### config.mk
export PLATFORM = sky130hd
export DESIGN_NAME = aes_inv_mix_columns_iter_flat
export DESIGN_NICKNAME = d
export VERILOG_FILES = /design/src/rtl/aes_pkg.sv /design/src/rtl/aes_inv_mix_columns_iter_if.sv /design/src/rtl/aes_inv_mix_single_column.sv /design/src/rtl/aes_inv_mix_columns_iter.sv /design/src/flat_wrapper.sv
export SDC_FILE = /design/constraint.sdc
export NUM_CORES = 1
export LEC_CHECK = 0
export CELL_PAD_IN_SITES_DETAIL_PLACEMENT = 0
export CELL_PAD_IN_SITES_GLOBAL_PLACEMENT = 2
export CORE_MARGIN = 1
export CORE_UTILIZATION = 27
export CTS_BUF_LIST = sky130_fd_sc_hd__clkbuf_8
export DETAILED_ROUTE_END_ITERATION = 8
export PLACE_DENSITY = 0.77
export SETUP_SLACK_MARGIN = 0.05
export SLEW_MARGIN = 10
export SYNTH_ARGS = -nofsm -noshare
export SYNTH_HDL_FRONTEND = slang
export SYNTH_SLANG_ARGS = --single-unit
### constraint.sdc
create_clock -name clk_i -period 4.18 [get_ports clk_i]
set_clock_uncertainty 0.05 [all_clocks]
set_input_delay 0.418 -clock clk_i [delete_from_list [all_inputs] [get_ports clk_i]]
set_output_delay 0.418 -clock clk_i [all_outputs]
set_load 0.005 [all_outputs]
### src/rtl/aes_pkg.sv
// ---------------------------------------------------------------------------
// aes_pkg : shared AES types, GF(2^8) helpers and InvMixColumns FSM encoding
// rev 1.0
// ---------------------------------------------------------------------------
`default_nettype none

package aes_pkg;

  localparam int C_NUM_COLS = 4;
  localparam logic [7:0] C_GF_POLY = 8'h1b;

  typedef logic [0:15][7:0] state_t;
  typedef logic [0:3][7:0]  column_t;

  typedef enum logic [1:0] {
    IDLE = 2'd0,
    BUSY = 2'd1,
    DONE = 2'd2
  } inv_mc_state_e;

  function automatic logic [7:0] xtime(input logic [7:0] b);
    return {b[6:0], 1'b0} ^ (b[7] ? C_GF_POLY : 8'h00);
  endfunction

  // Shift-and-add over xtime powers; constant multipliers fold to XOR trees.
  function automatic logic [7:0] gf_mul(input logic [7:0] a, input logic [7:0] b);
    logic [7:0] acc;
    logic [7:0] pwr;
    acc = 8'h00;
    pwr = a;
    for (int i = 0; i < 8; i++) begin
      if (b[i]) begin
        acc = acc ^ pwr;
      end
      pwr = xtime(pwr);
    end
    return acc;
  endfunction

endpackage

`default_nettype wire

### src/rtl/aes_inv_mix_columns_iter_if.sv
// ---------------------------------------------------------------------------
// aes_inv_mix_columns_iter_if : upstream/downstream valid-ready state bus
// rev 1.0
// ---------------------------------------------------------------------------
`default_nettype none

interface aes_inv_mix_columns_iter_if;
  import aes_pkg::*;

  logic   valid_i;
  logic   ready_o;
  state_t state_i;
  logic   valid_o;
  logic   ready_i;
  state_t state_o;

  modport slave (
    input  valid_i,
    input  state_i,
    input  ready_i,
    output ready_o,
    output valid_o,
    output state_o
  );

  modport master (
    output valid_i,
    output state_i,
    output ready_i,
    input  ready_o,
    input  valid_o,
    input  state_o
  );

endinterface

`default_nettype wire

### src/rtl/aes_inv_mix_single_column.sv
// ---------------------------------------------------------------------------
// aes_inv_mix_single_column : combinational InvMixColumns on one 4-byte column
// rev 1.0
// ---------------------------------------------------------------------------
`default_nettype none

module aes_inv_mix_single_column
  import aes_pkg::*;
(
  input  column_t state_i,
  output column_t state_o
);

  // First row of the inverse matrix; row r is this row rotated right by r.
  localparam logic [7:0] C_COEF [4] = '{8'h0e, 8'h0b, 8'h0d, 8'h09};

  always_comb begin
    state_o = '0;
    for (int r = 0; r < C_NUM_COLS; r++) begin
      for (int j = 0; j < C_NUM_COLS; j++) begin
        state_o[r] = state_o[r] ^ gf_mul(state_i[j], C_COEF[2'(j - r)]);
      end
    end
  end

endmodule

`default_nettype wire

### src/rtl/aes_inv_mix_columns_iter.sv
// ---------------------------------------------------------------------------
// aes_inv_mix_columns_iter : iterative InvMixColumns, PAR_COLS columns per clock
// rev 1.0
// ---------------------------------------------------------------------------
`default_nettype none

module aes_inv_mix_columns_iter
  import aes_pkg::*;
#(
  parameter int PAR_COLS = 1
)
(
  input  logic                       clk_i,
  input  logic                       rst_i,
  aes_inv_mix_columns_iter_if.slave  bus
);

  if (PAR_COLS != 1 && PAR_COLS != 2 && PAR_COLS != 4) begin : g_bad_par_cols
    $error("aes_inv_mix_columns_iter: PAR_COLS must be 1, 2 or 4");
  end

  // With PAR_COLS=4 the step truncates to 0: one pass covers every column.
  localparam logic [1:0] C_CNT_STEP = 2'(PAR_COLS);
  localparam logic [1:0] C_LAST_OFS = 2'(PAR_COLS - 1);

  inv_mc_state_e r_state;
  inv_mc_state_e w_state_nxt;
  logic [1:0]    r_cnt;
  state_t        r_work;
  state_t        w_work_nxt;
  logic          w_accept;
  logic          w_last;

  logic [1:0]    w_col_idx [PAR_COLS];
  column_t       w_col_in  [PAR_COLS];
  column_t       w_col_out [PAR_COLS];

  always_comb begin
    for (int k = 0; k < PAR_COLS; k++) begin
      w_col_idx[k] = r_cnt + 2'(k);
      for (int j = 0; j < C_NUM_COLS; j++) begin
        w_col_in[k][j] = r_work[{w_col_idx[k], 2'(j)}];
      end
    end
  end

  for (genvar k = 0; k < PAR_COLS; k++) begin : g_col
    aes_inv_mix_single_column u_col (
      .state_i (w_col_in[k]),
      .state_o (w_col_out[k])
    );
  end

  always_comb begin
    w_work_nxt = r_work;
    for (int k = 0; k < PAR_COLS; k++) begin
      for (int j = 0; j < C_NUM_COLS; j++) begin
        w_work_nxt[{w_col_idx[k], 2'(j)}] = w_col_out[k][j];
      end
    end
  end

  assign w_last = ((r_cnt + C_LAST_OFS) == 2'd3);

  always_ff @(posedge clk_i or posedge rst_i) begin
    if (rst_i) begin
      r_state <= IDLE;
    end else begin
      r_state <= w_state_nxt;
    end
  end

  always_comb begin
    w_state_nxt = r_state;
    w_accept    = 1'b0;
    case (r_state)
      IDLE: begin
        if (bus.valid_i) begin
          w_accept    = 1'b1;
          w_state_nxt = BUSY;
        end
      end
      BUSY: begin
        if (w_last) begin
          w_state_nxt = DONE;
        end
      end
      DONE: begin
        if (bus.ready_i) begin
          w_state_nxt = IDLE;
        end
      end
      default: begin
        w_state_nxt = IDLE;
      end
    endcase
  end

  always_ff @(posedge clk_i or posedge rst_i) begin
    if (rst_i) begin
      r_work <= '0;
      r_cnt  <= 2'd0;
    end else if (w_accept) begin
      r_work <= bus.state_i;
      r_cnt  <= 2'd0;
    end else if (r_state == BUSY) begin
      r_work <= w_work_nxt;
      r_cnt  <= r_cnt + C_CNT_STEP;
    end
  end

  assign bus.ready_o = (r_state == IDLE);
  assign bus.valid_o = (r_state == DONE);
  assign bus.state_o = r_work;

endmodule

`default_nettype wire

### src/flat_wrapper.sv
// flat-port wrapper written by rule: the top's interface ports become plain ports
module aes_inv_mix_columns_iter_flat import aes_pkg::*;
#(
  parameter int PAR_COLS = 1
)
  (clk_i, rst_i, bus_valid_i, bus_state_i, bus_ready_i, bus_ready_o, bus_valid_o, bus_state_o);
  aes_inv_mix_columns_iter_if bus_i ();
  input  logic clk_i;
  input  logic rst_i;
  input wire logic [$bits(bus_i.valid_i)-1:0] bus_valid_i;
  input wire logic [$bits(bus_i.state_i)-1:0] bus_state_i;
  input wire logic [$bits(bus_i.ready_i)-1:0] bus_ready_i;
  output wire logic [$bits(bus_i.ready_o)-1:0] bus_ready_o;
  output wire logic [$bits(bus_i.valid_o)-1:0] bus_valid_o;
  output wire logic [$bits(bus_i.state_o)-1:0] bus_state_o;
  assign bus_i.valid_i = bus_valid_i;
  assign bus_i.state_i = bus_state_i;
  assign bus_i.ready_i = bus_ready_i;
  assign bus_ready_o = bus_i.ready_o;
  assign bus_valid_o = bus_i.valid_o;
  assign bus_state_o = bus_i.state_o;
  aes_inv_mix_columns_iter #(.PAR_COLS(PAR_COLS)) u_core (.clk_i(clk_i), .rst_i(rst_i), .bus(bus_i));
endmodule
# ---- After elaboration in Yosys (flattened, before gate mapping)
# Cells that the tools add are included.
dict set report op_classes {
  add_sub_neg 1
  multipliers 0
  div_mod_pow 0
  n_lt_le_gt_ge 8
  eq_ne 6
  n_shift 0
  mux 46
  bitwise 36
  reduce_logical 7
}
# op count
set op_table {}
lappend op_table {{bitwise mux 128 bit} 4}
lappend op_table {{two-way mux 128 bit} 2}
lappend op_table {{XOR 8 bit} 23}
lappend op_table {{binary-select mux 8 bit (select 4 bit)} 4}
lappend op_table {{demux 8 bit (select 4 bit)} 4}
lappend op_table {{two-way mux 8 bit} 12}
lappend op_table {{XOR 8 x 5 -> 8 bit} 9}
lappend op_table {{two-way mux 5 bit} 12}
lappend op_table {{greater-or-equal comparator 5 bit, second input constant} 4}
lappend op_table {{less-than comparator 5 x 1 -> 1 bit, second input constant} 4}
lappend op_table {{inverter 4 -> 5 bit} 4}
lappend op_table {{two-way mux 2 bit} 5}
lappend op_table {{case mux 2 bit (3 select lines)} 1}
lappend op_table {{== test 2 bit, second input constant} 2}
lappend op_table {{logical AND 1 bit} 4}
lappend op_table {{inequality test 2 bit, second input constant} 2}
lappend op_table {{AND reduction 3 bit} 1}
lappend op_table {{adder 2 x 1 -> 2 bit, second input constant} 1}
lappend op_table {{== test 2 x 1 -> 1 bit, second input constant} 1}
lappend op_table {{zero test 2 bit} 1}
lappend op_table {{two-way mux 1 bit} 2}
lappend op_table {{inequality test 2 x 1 -> 1 bit, second input constant} 1}
lappend op_table {{nonzero test 2 bit} 1}
dict set report word_totals {
  regBits 132
  latch_bits 0
  ram_bits 0
  rom_bits 0
  inputBits 132
  out_inout_bits 130
  wordCells 122
  memories 0
}

# ---- Depth between registers and ports, before layout
dict set report depth {
  word_depth 18
  depth_mapped 9
  mapped_depth_nobuf 5
}

# ---- Cells and area by module
# A second synthesis with hierarchy kept.
dict set report unflattened {
  hier_cells 648
  area_unflattened_um2 8291.7
}
# mod n_inst cells_per_inst area_each_um2 seq_area_each_um2
set by_module_without_submodules {}
lappend by_module_without_submodules {aes_inv_mix_columns_iter 1 515 6811.5 3303.2}
lappend by_module_without_submodules {aes_inv_mix_single_column 1 133 1480.2 0.0}

# ---- Worst setup path after synthesis
# No wires, ideal clock.
dict set report synth_path {
  path_kind {register to register}
  start {reg u_core.r_cnt[0]}
  end {reg u_core.r_work, in the netlist u_core.bus.state_o[11]}
  setup_ns 0.130
  arrival_ns 2.297
  required_time_ns 4.000
  path_slack_ns 1.703
  stages_incl_launch_ff 8
  path_buffers 2
  synth_period_minus_slack_ns 2.477
  cell_sequence {dfrtp_1 -> buf_6 -> buf_6 -> mux4_2 -> xnor2_2 -> xor3_1 -> xnor2_1 -> o21ai_1}
}
dict set report synth_via {
  elab_chain_cells 16
  elab_cells_between_ends 86
  cone_classes {order compare: 8; mux: 38; bitwise: 36; reduce/logical: 4}
}
# item line_no
set synth_lines {}
lappend synth_lines {{start: declaration} aes_inv_mix_columns_iter.sv:28} ;# logic [1:0] r_cnt;
lappend synth_lines {{start signal: assignment} aes_inv_mix_columns_iter.sv:108} ;# r_cnt <= r_cnt + C_CNT_STEP;
lappend synth_lines {{inverter 4 -> 5 bit (not written as such)} {aes_inv_mix_columns_iter.sv:42, aes_inv_mix_columns_iter.sv:58}}
lappend synth_lines {{binary-select mux 8 bit (select 4 bit)} aes_inv_mix_columns_iter.sv:42} ;# w_col_in[k][j] = r_work[{w_col_idx[k], 2'(j)}];
lappend synth_lines {{two-way mux 8 bit (not written as such) (2 in series)} aes_inv_mix_columns_iter.sv:42}
lappend synth_lines {{XOR 8 x 5 -> 8 bit (tied with other cells)} aes_pkg.sv:22} ;# return {b[6:0], 1'b0} ^ (b[7] ? C_GF_POLY : 8'h00);
lappend synth_lines {{two-way mux 5 bit (tied with other cells)} -}
lappend synth_lines {{XOR 8 x 5 -> 8 bit (tied with other cells)} aes_pkg.sv:22}
lappend synth_lines {{XOR 8 bit (tied with other cells)} aes_pkg.sv:33} ;# acc = acc ^ pwr;
lappend synth_lines {{XOR 8 bit} aes_pkg.sv:33}
lappend synth_lines {{XOR 8 bit} aes_inv_mix_single_column.sv:21} ;# state_o[r] = state_o[r] ^ gf_mul(state_i[j], C_COEF[2'(j - r)]);
lappend synth_lines {{bitwise mux 128 bit (3 in series)} aes_inv_mix_columns_iter.sv:58} ;# w_work_nxt[{w_col_idx[k], 2'(j)}] = w_col_out[k][j];
lappend synth_lines {{bitwise mux 128 bit (*)} aes_inv_mix_columns_iter.sv:58}
lappend synth_lines {{two-way mux 128 bit (*)} aes_inv_mix_columns_iter.sv:106} ;# end else if (r_state == BUSY) begin
lappend synth_lines {{two-way mux 128 bit (*)} aes_inv_mix_columns_iter.sv:103} ;# end else if (w_accept) begin
lappend synth_lines {{end signal: assignment} aes_inv_mix_columns_iter.sv:104} ;# r_work <= bus.state_i;
lappend synth_lines {{end signal: assignment} aes_inv_mix_columns_iter.sv:107} ;# r_work <= w_work_nxt;
lappend synth_lines {{end: declaration} aes_inv_mix_columns_iter.sv:29} ;# state_t r_work;
# Every way passes the cells marked *; elsewhere a longest branch is shown, timed or not. The select of a mux whose other input is x is not followed.
# A chain may end at the register's enable or synchronous reset.

# ---- Final worst setup path
dict set report layout_path {
  start {reg u_core.r_cnt[0]}
  end {reg u_core.r_work, in the netlist u_core.bus.state_o[51]}
}
# Same word-level chain as after synthesis.

==> flow_summary.toml <==
[status]
run_status = "completed"

[routing]
wl_per_cell_microns = 23.45
wirelength_microns = 29270
first_pass_iters = 5
drt_iter0_drc = 565
postRouteAntennaNets = 0
vias = 6405
drc_errors = 0
viasPerCell = 5.132

[clock_tree]
clkLatencyLatePin_ps = 440
clk_pin_slew_ps = 80
hold_buffers = 0
post_cts_buffers = 0
cts_buffers = 17
cts.htree.levels = 4
clockBufferDepth = 2
cts_sinks = 132
postCtsResizedCells = 0
root_buffer = "clkbuf_8"
cts_tree = "yes"

[layout]
syn_to_final_growth_pct = 44.87
nNetsFinal = 1000
mostFrequentLayoutCell = "clkdlybuf4s50_1"
drive_above_1_share_pct = 11.76
final_cell_mix = "clkdlybuf4s50_1, dfrtp_1, a22oi_1"
insertedDiodeCount = 0

[logic_synthesis]
synth_cell_type_count = 31
yosysTopAreaCell = "dfrtp_1"
syn_area_sq_um = 7510
avgSynthCellArea_sq_um = 12.17
synth_seq_cells = 132
ys_warn_count = 0
synth_area_leaders = "dfrtp_1, a22oi_1, mux4_2"
synth_cells = 617
ys_seq_area_share_pct = 43.99
syn_nets = 753
yosysTopAreaCellShare_pct = 43.99

[global_routing]
met2_usage_pct = 31.08
gr-usage-met1_pct = 28.93
met3_usage_pct = 5.237
antenna_found_initial = 0
busiest_layer = "met2"
grt_use_total_pct = 20.56
grt_max_degree = 99
grt_overflow = 0
grt_pass1_wl_microns = 43170
grt_pass1_vias = 6851

[setup_path]
start_kind = "flip-flop"
slowest_delay_ps = 740
cp_max_fo = 21
cp_top_family = "XOR/XNOR gates"
critPathBufInv = 1
crit_path_top_delay_cell = "dfrtp_2"
worstPathArrival_ps = 3660
crit_path_end_kind = "flip-flop"
criticalPathCategory = "flip-flop to flip-flop"
crit_chain = "buf_4 -> mux4_2 -> xnor2_2 -> xnor3_1 -> xnor2_1 -> o21ai_0"
cp.required_ps = 4420

[sta]
fmaxAchievable_mhz = 292.9
tns_ps = 0
maxSlewViolCount = 0
post-route-period-util_pct = 81.68
min_period_ps = 3414
relSlewSlack_pct = 36.41
setup_viol = 0
rsz0062_at_grt = "false"
setup_ws_ps = 765.7
tightest_slew_ps = 951.8
finalHoldViolCount = 0

[floorplanning]
coreArea_sq_um = 27100
rows = 60
ios = 262
die_area_sq_um = 28490
initial_core_util_pct = 27.71
die_w_microns = 168.8
die_h_microns = 168.8

[worst_hold_path]
hp-class = "flip-flop to flip-flop"

[place]
hpwl_microns = 21450
gp_congestion = 0.8404
dp_slack_ps = 727.2
io_buffers = 261

[job]
maxCapViolCount = 0
==> worst paths after layout <==
path / start / endpoint / slack [ps] / depth (start not counted)
worst max-delay path: u_core.r_cnt[0] / u_core.bus.state_o[51] / 770 / 6
worst min-delay path: u_core.r_state[1] / u_core.r_state[0] / 460 / 1
worst max register to register: u_core.r_cnt[0] / u_core.bus.state_o[51] / 770 / 6
worst min register to register: u_core.r_state[1] / u_core.r_state[0] / 460 / 1
max in group asynchronous: rst_i / u_core.bus.state_o[10] / 2770 / 3
min in group asynchronous: rst_i / u_core.bus.state_o[18] / 500 / 2
==> cells by family after synthesis <==
group           Yosys count  synth area share, %
simple gates             12               0.7000
buf+inv                  55                3.699
flops                   132                43.99
compound gates          263                21.88
xor+xnor                118                19.34
fa+ha+maj                 4               0.6665
mux                      33                9.730
==> cells in the mapped netlist, drive strengths merged <==
cell and number:
dfrtp 132, o21ai 129, a22oi 128, xnor2 83, clkbuf 40, mux4 32
xor2 16, xnor3 14, buf 10, nand2 7, inv 5, xor3 5
a21oi 4, ha 4, nor2 2, a22o 1, and2 1, mux2i 1
nand2b 1, nor2b 1, o21bai 1
==> worst reg2reg max path, stage by stage, from the launching register on <==
cell and delay [ps]:
dfrtp_2 740, buf_4 490, mux4_2 730, xnor2_2 270, xnor3_1 460, xnor2_1 400
o21ai_0 130
==> layer usage <==
layer | vias up | wire length, microns
met5 | - | 0
met4 | 0 | 591
met3 | 34 | 2419
met2 | 321 | 13160
met1 | 3212 | 13090
li1 | 2838 | -
==> area by class of cell <==
| class | instances | area [sq um] |
|---|---|---|
| tap | 372 | 465.4 |
| clock inverter | 12 | 93.84 |
| sequential | 132 | 3306 |
| multi-input combinational | 430 | 3976 |
| fill | 2599 | 16220 |
| clock buffer | 19 | 261.5 |
| inverter | 5 | 23.77 |
| timing repair buffer | 278 | 2753 |
==> flip-flops by register name, indices dropped and copies added, names as in the netlist <==
signal / flops
u_core.r_cnt: 2
u_core.bus.state_o: 128
u_core.r_state: 2
==> metrics by stage <==
step,hold WS (ps),cell area [sq um],utilization (%),cells
floorplan,413.2,7510,-,617
global placement,450.5,10520,38.83,1217
detailed placement,445.4,10520,38.83,1217
CTS,466.5,10880,40.14,1248
global route,495.4,10880,40.14,1248
finish,461.4,10880,40.14,1248
Power is not shown: default switching activity piles up to over one toggle a cycle in this logic, so the estimate is an artifact.
